==> src/rtl/multicycle_ctrl.sv <==
`default_nettype none
// ============================================================================
// multicycle_ctrl : multicycle ARM32 control FSM with RAM ready/wait handshake.
// Optional macro COND_EXEC_EN enables ARM condition-code evaluation.
// Rev 1.0
// ============================================================================
module multicycle_ctrl #(
  parameter int MEM_WAIT = 1,
  parameter int ALU_OP_W = 3
) (
  input  logic                clk,
  input  logic                rst_n,
  input  logic [6:0]          opcode,
  input  logic [3:0]          cond,
  input  logic [31:0]         status_reg,
  input  logic                mem_ready,
  output logic                waiting,
  output logic                wb_sel,
  output logic                sel_A,
  output logic                sel_B,
  output logic                sel_shift,
  output logic                w_en1,
  output logic                en_A,
  output logic                en_B,
  output logic                en_C,
  output logic                en_S,
  output logic                en_status,
  output logic [ALU_OP_W-1:0] ALU_op,
  output logic                load_ir,
  output logic                load_pc,
  output logic                load_addr,
  output logic                sel_addr,
  output logic                ram_w_en,
  output logic                halted,
  output logic                retire
);

  typedef enum logic [3:0] {
    ST_RESET      = 4'd0,
    ST_FETCH      = 4'd1,
    ST_FETCH_WAIT = 4'd2,
    ST_DECODE     = 4'd3,
    ST_EXECUTE    = 4'd4,
    ST_ALU        = 4'd5,
    ST_MEMORY     = 4'd6,
    ST_MEM_WAIT   = 4'd7,
    ST_WRITE_BACK = 4'd8,
    ST_HALT       = 4'd9
  } state_t;

  localparam logic [ALU_OP_W-1:0] OP_ADD = ALU_OP_W'(3'b000);
  localparam logic [ALU_OP_W-1:0] OP_SUB = ALU_OP_W'(3'b001);
  localparam logic [ALU_OP_W-1:0] OP_AND = ALU_OP_W'(3'b010);
  localparam logic [ALU_OP_W-1:0] OP_ORR = ALU_OP_W'(3'b011);
  localparam logic [ALU_OP_W-1:0] OP_XOR = ALU_OP_W'(3'b111);

  state_t     state;
  state_t     state_nx;
  logic [3:0] wait_cnt;
  logic       wb_retire;

  logic is_ls, is_str, is_ldr, is_dp, is_cmp, is_hlt, is_nop;
  logic cond_ok, skip, mem_done;
  logic [ALU_OP_W-1:0] alu_code;
  logic unused_status;

  assign is_ls    = opcode[6];
  assign is_str   = opcode[6:5] == 2'b10;
  assign is_ldr   = opcode[6:5] == 2'b11;
  assign is_dp    = ~opcode[6];
  assign is_cmp   = is_dp && (opcode[3:0] == 4'b1010);
  assign is_hlt   = opcode == 7'b0000001;
  assign is_nop   = opcode == 7'b0000000;
  assign mem_done = (wait_cnt == 4'd0) && mem_ready;

`ifdef COND_EXEC_EN
  function automatic logic cond_pass(input logic [3:0] c, input logic [3:0] nzcv);
    logic n, z, cf, v;
    n  = nzcv[3];
    z  = nzcv[2];
    cf = nzcv[1];
    v  = nzcv[0];
    case (c)
      4'h0:    return z;
      4'h1:    return !z;
      4'h2:    return cf;
      4'h3:    return !cf;
      4'h4:    return n;
      4'h5:    return !n;
      4'h6:    return v;
      4'h7:    return !v;
      4'h8:    return cf && !z;
      4'h9:    return !cf || z;
      4'hA:    return n == v;
      4'hB:    return n != v;
      4'hC:    return !z && (n == v);
      4'hD:    return z || (n != v);
      4'hE:    return 1'b1;
      default: return 1'b0;
    endcase
  endfunction

  assign cond_ok       = cond_pass(cond, status_reg[31:28]);
  assign unused_status = ^status_reg[27:0];
`else
  assign cond_ok       = 1'b1;
  assign unused_status = ^status_reg;
`endif

  assign skip = is_nop || (cond == 4'hF) || !cond_ok;

  always_comb begin
    alu_code = OP_ADD;
    if (is_dp) begin
      case (opcode[2:0])
        3'b000:         alu_code = OP_ADD;
        3'b001, 3'b010: alu_code = OP_SUB;
        3'b011:         alu_code = OP_AND;
        3'b100:         alu_code = OP_ORR;
        3'b101:         alu_code = OP_XOR;
        default:        alu_code = OP_ADD;
      endcase
    end
  end

  always_comb begin
    state_nx = state;
    case (state)
      ST_RESET:      state_nx = ST_FETCH;
      ST_FETCH:      state_nx = ST_FETCH_WAIT;
      ST_FETCH_WAIT: if (mem_ready) state_nx = ST_DECODE;
      ST_DECODE: begin
        if (is_hlt)    state_nx = ST_HALT;
        else if (skip) state_nx = ST_FETCH;
        else           state_nx = ST_EXECUTE;
      end
      ST_EXECUTE:    state_nx = ST_ALU;
      ST_ALU:        state_nx = is_ls ? ST_MEMORY : ST_WRITE_BACK;
      ST_MEMORY:     state_nx = ST_MEM_WAIT;
      ST_MEM_WAIT:   if (mem_done) state_nx = is_str ? ST_FETCH : ST_WRITE_BACK;
      ST_WRITE_BACK: state_nx = ST_FETCH;
      ST_HALT:       state_nx = ST_HALT;
      default:       state_nx = ST_RESET;
    endcase
  end

  // Outputs are registered from the next state so they are valid for the whole state.
  always_ff @(posedge clk or negedge rst_n) begin
    if (!rst_n) begin
      state     <= ST_RESET;
      wait_cnt  <= 4'd0;
      waiting   <= 1'b1;
      wb_sel    <= 1'b0;
      sel_A     <= 1'b0;
      sel_B     <= 1'b0;
      sel_shift <= 1'b0;
      w_en1     <= 1'b0;
      en_A      <= 1'b0;
      en_B      <= 1'b0;
      en_C      <= 1'b0;
      en_S      <= 1'b0;
      en_status <= 1'b0;
      ALU_op    <= '0;
      load_addr <= 1'b0;
      sel_addr  <= 1'b0;
      ram_w_en  <= 1'b0;
      halted    <= 1'b0;
      wb_retire <= 1'b0;
    end else begin
      state <= state_nx;
      if (state == ST_MEMORY)
        wait_cnt <= 4'(MEM_WAIT);
      else if ((state == ST_MEM_WAIT) && (wait_cnt != 4'd0))
        wait_cnt <= wait_cnt - 4'd1;

      waiting   <= state_nx inside {ST_RESET, ST_FETCH, ST_FETCH_WAIT,
                                    ST_DECODE, ST_MEM_WAIT, ST_HALT};
      en_A      <= (state_nx == ST_EXECUTE) && (is_ls || opcode[3]);
      en_B      <= (state_nx == ST_EXECUTE) && (is_ls || opcode[4]);
      en_S      <= (state_nx == ST_EXECUTE) && is_dp && opcode[4];
      sel_shift <= (state_nx == ST_EXECUTE) && is_dp && opcode[5];
      en_C      <= state_nx == ST_ALU;
      sel_A     <= (state_nx == ST_ALU) && is_dp && !opcode[3];
      sel_B     <= (state_nx == ST_ALU) && is_dp && !opcode[4];
      en_status <= (state_nx == ST_ALU) && is_cmp;
      ALU_op    <= (state_nx == ST_ALU) ? alu_code : '0;
      load_addr <= (state_nx == ST_FETCH) || (state_nx == ST_MEMORY);
      sel_addr  <= state_nx == ST_MEMORY;
      ram_w_en  <= (state_nx == ST_MEMORY) && is_str;
      wb_sel    <= (state_nx == ST_WRITE_BACK) && is_ldr;
      w_en1     <= (state_nx == ST_WRITE_BACK) && !is_cmp;
      wb_retire <= state_nx == ST_WRITE_BACK;
      halted    <= state_nx == ST_HALT;
    end
  end

  // Handshake-qualified strobes must land in the same cycle the input is seen.
  assign load_ir = (state == ST_FETCH_WAIT) && mem_ready;
  assign load_pc = load_ir;
  assign retire  = wb_retire
                 || ((state == ST_DECODE) && !is_hlt && skip)
                 || ((state == ST_MEM_WAIT) && mem_done && is_str);

endmodule
`default_nettype wire

==> config.mk <==
export PLATFORM = sky130hd
export DESIGN_NAME = multicycle_ctrl
export DESIGN_NICKNAME = d
export VERILOG_FILES = /design/src/rtl/multicycle_ctrl.sv
export SDC_FILE = /design/constraint.sdc
export NUM_CORES = 1
export LEC_CHECK = 0
export BUFFER_PORTS_ARGS = -buffer_cell sky130_fd_sc_hd__buf_2
export CAP_MARGIN = 10
export CORE_MARGIN = 2
export CORE_UTILIZATION = 48
export DETAILED_ROUTE_END_ITERATION = 16
export PLACE_DENSITY = 0.84
export SLEW_MARGIN = 0
export SYNTH_ARGS = -nofsm -noshare
export SYNTH_HDL_FRONTEND = slang
export SYNTH_SLANG_ARGS = --single-unit
==> constraint.sdc <==
create_clock -name clk -period 6.4 [get_ports clk]
set_clock_uncertainty 0.2 [all_clocks]
set_input_delay 0.32 -clock clk [delete_from_list [all_inputs] [get_ports clk]]
set_output_delay 0.32 -clock clk [all_outputs]
set_load 0.05 [all_outputs]
==> impl_metrics.json <==
{
  "status": "complete, no violations",
  "insertion_delay_ns": 0.32,
  "synth_cells": 124,
  "vias": 1040,
  "die_x_um": 55.7,
  "fp-row-count": 18,
  "cts_setup_buffers": 0,
  "fmax_mhz": 398,
  "dp_hpwl_um": 1900,
  "hold_slack_ns": 0.0276,
  "cts_buffers": 3,
  "avgRoutedWirePerCell_um": 13.6,
  "cts-root-buf": "clkbuf_4",
  "ys_ff_latch": 27,
  "die_y_um": 55.7,
  "start_kind": "input pin",
  "cp_num_cells": 7,
  "synth.most_common_cell": "dfrtp_1",
  "syn_avg_cell_area_sq_um": 10.4,
  "synth_top_area_share_pct": 50.7,
  "first_iter_violations": 15,
  "nFillCells": 210,
  "path_class": "in -> out",
  "synth_area_leaders": "dfrtp_1, nor2_1, nor3b_1, inv_1, nand2b_1",
  "yosys_warnings": 0,
  "peakVddDrop_uv": 286,
  "final_hold_viol_count": 0,
  "crit_family": "buffers and inverters",
  "synthArstFlopShare_pct": 100,
  "tightestPinTransition_ns": 0.689,
  "cp_slowest_stage_delay_ns": 0.54,
  "antennaDiodeCount": 0,
  "htree_num_levels": 1,
  "antenna_found_initial": 0,
  "top_regs": "state (4), wait_cnt (4), ALU_op (3)",
  "critical_path_required_ns": 5.88,
  "synthDistinctLibCells": 40,
  "fin_tns_setup_ns": 0,
  "grt_pass1_vias": 1051,
  "globalplace.congestion": 0.842,
  "ant_nets": 0,
  "p_per_area_mw_per_mm2": 393,
  "worst_path_most_repeated_cell": "buf_2",
  "drc": 0,
  "grt_pass1_wl_um": 4500,
  "end_kind": "output port",
  "grt_setup_unrepaired": "false",
  "syn_to_final_growth_pct": 17.7,
  "yosysTopAreaCell": "dfrtp_1",
  "ff2ff_path_depth": 7,
  "nNetsFinal": 208,
  "seq_area_sq_um": 677,
  "cts_tree": "built",
  "finalCriticalPeriod_ns": 2.51,
  "syn-num-nets": 172,
  "slew_headroom_pct": 53.5,
  "clkTransAtPathRegs_ns": 0.14,
  "grt_max_degree": 28,
  "ctsLongestPathBuffers": 2,
  "arrival_ns": 1.99,
  "period_share_pct": 39.2,
  "die_area_sq_mm": 0.00310,
  "crit_buf_inv": 3,
  "worstPathCellList": "dlygate4sd3_1 -> buf_2 -> nor2_1 -> nand2_1 -> mux2i_1 -> a211o_1 -> buf_2",
  "synth_area_sq_mm": 0.00128,
  "viasPerCell": 5.50,
  "drv_cap": 0,
  "drt_wl_total_um": 2570,
  "path_max_fanout": 5,
  "setup_viol": 0,
  "track_usage_pct": 18.1,
  "ys_seq_area_share_pct": 52.7,
  "core_area_sq_mm": 0.00250,
  "ys.flop_type": "dfrtp_1",
  "grt-ovfl-total": 0,
  "cts.sinks": 27,
  "holdCritPathClass": "in -> reg",
  "final_cells": 189,
  "synth_edf_count": 0,
  "initial_utilization_pct": 51.4,
  "dp.cells": 183,
  "ios": 67,
  "slowest_stage": "dlygate4sd3_1",
  "firstDrtPassIters": 4,
  "drive_gt1_share_pct": 27.0,
  "portBuffers": 34,
  "power_leakage_nw": 0.768,
  "final_util_pct": 60.5,
  "multi_input_area_sq_um": 547,
  "whs_path_depth": 2,
  "synth_top_cells_by_count": "dfrtp_1, nor2_1, inv_1, nand2_1, nor3_1",
  "maxSlewViolCount": 0
}
## final timing paths
check | start | to | slack [ns]
min in group asynchronous | rst_n | en_B$_DFF_PN0_ | 0.29
worst min-delay path | opcode[3] | sel_A$_DFF_PN0_ | 0.03
worst min register to register | wait_cnt[1]$_DFFE_PN0P_ | wait_cnt[1]$_DFFE_PN0P_ | 0.34
max in group asynchronous | rst_n | waiting$_DFF_PN1_ | 5.31
worst max-delay path | opcode[4] | retire | 3.89
worst max register to register | wait_cnt[0]$_DFFE_PN0P_ | waiting$_DFF_PN1_ | 4.02
## per-stage QoR
| step | setup slack, ns | cell area [sq um] | total power [mW] |
|---|---|---|---|
| 2_1_floorplan | 3.12 | 1280 | 0.463 |
| 3_3_place_gp | 4.03 | 1470 | 0.510 |
| 3_5_place_dp | 3.99 | 1470 | 0.522 |
| 4_1_cts | 3.89 | 1510 | 0.596 |
| 5_1_grt | 3.80 | 1510 | 0.636 |
| 6_report | 3.89 | 1510 | 0.593 |
## cells by family after synthesis
| family | synth area share [%] |
|---|---|
| flip-flops | 52.7 |
| multiplexers | 1.66 |
| buffers and inverters | 4.68 |
| AO/OA/AOI/OAI | 11.5 |
| AND/OR/NAND/NOR | 25.4 |
| adder cells (fa/ha/maj) | 1.95 |
| XOR/XNOR | 2.05 |
## layer usage
layer  wire, um  global-route usage [%]  share of wire [%]  vias up
met1       1110                    22.7                 43      499
met5          0                       0                  0        -
met4         58                    9.76                2.3        0
met3         95                    2.09                3.7        5
met2       1310                    30.4                 51       24
li1           -                       -                  -      512
## power by group
part           switching [mW]  internal [mW]  leakage, nW
clock network          0.0493         0.0245       0.0150
logic                   0.180         0.0870        0.393
registers              0.0389          0.213        0.360
## layout by cell type (no fill, tap or decap), types with 2 or more instances in the layout
cell           count
a21oi_1            4
buf_2             34
clkbuf_4           3
dfrtp_1           26
dlygate4sd3_1      2
ha_1               2
inv_1              9
nand2_1            6
nand2b_1           5
nand4_1            3
nand4b_1           2
nor2_1            16
nor2b_1            4
nor3_1             6
nor3b_1            5
o21ai_0            5
xor2_1             3
## worst reg2reg max path: cells and delay by family (launching register included)
family	cells	cell delay, ns
AO/OA/AOI/OAI	1	0.57
AND/OR/NAND/NOR	4	0.85
flip-flops	1	0.40
adder cells (fa/ha/maj)	1	0.17
buffers and inverters	1	0.12
## cell type report
| cell class | count | area share [%] |
|---|---|---|
| Inverter | 9 | 2.24 |
| Sequential cell | 27 | 44.8 |
| Multi-Input combinational cell | 83 | 36.2 |
| Clock buffer | 4 | 1.74 |
| Timing Repair Buffer | 36 | 12.6 |
| Tap cell | 30 | 2.48 |
## timing repair
| item | in CTS | in global routing |
|---|---|---|
| endpoints found under the hold margin | 27 | 0 |
| hold buffers | 2 | 0 |
| resized for setup | 0 | 0 |
Note: power is estimated with default switching activity, not from simulation.
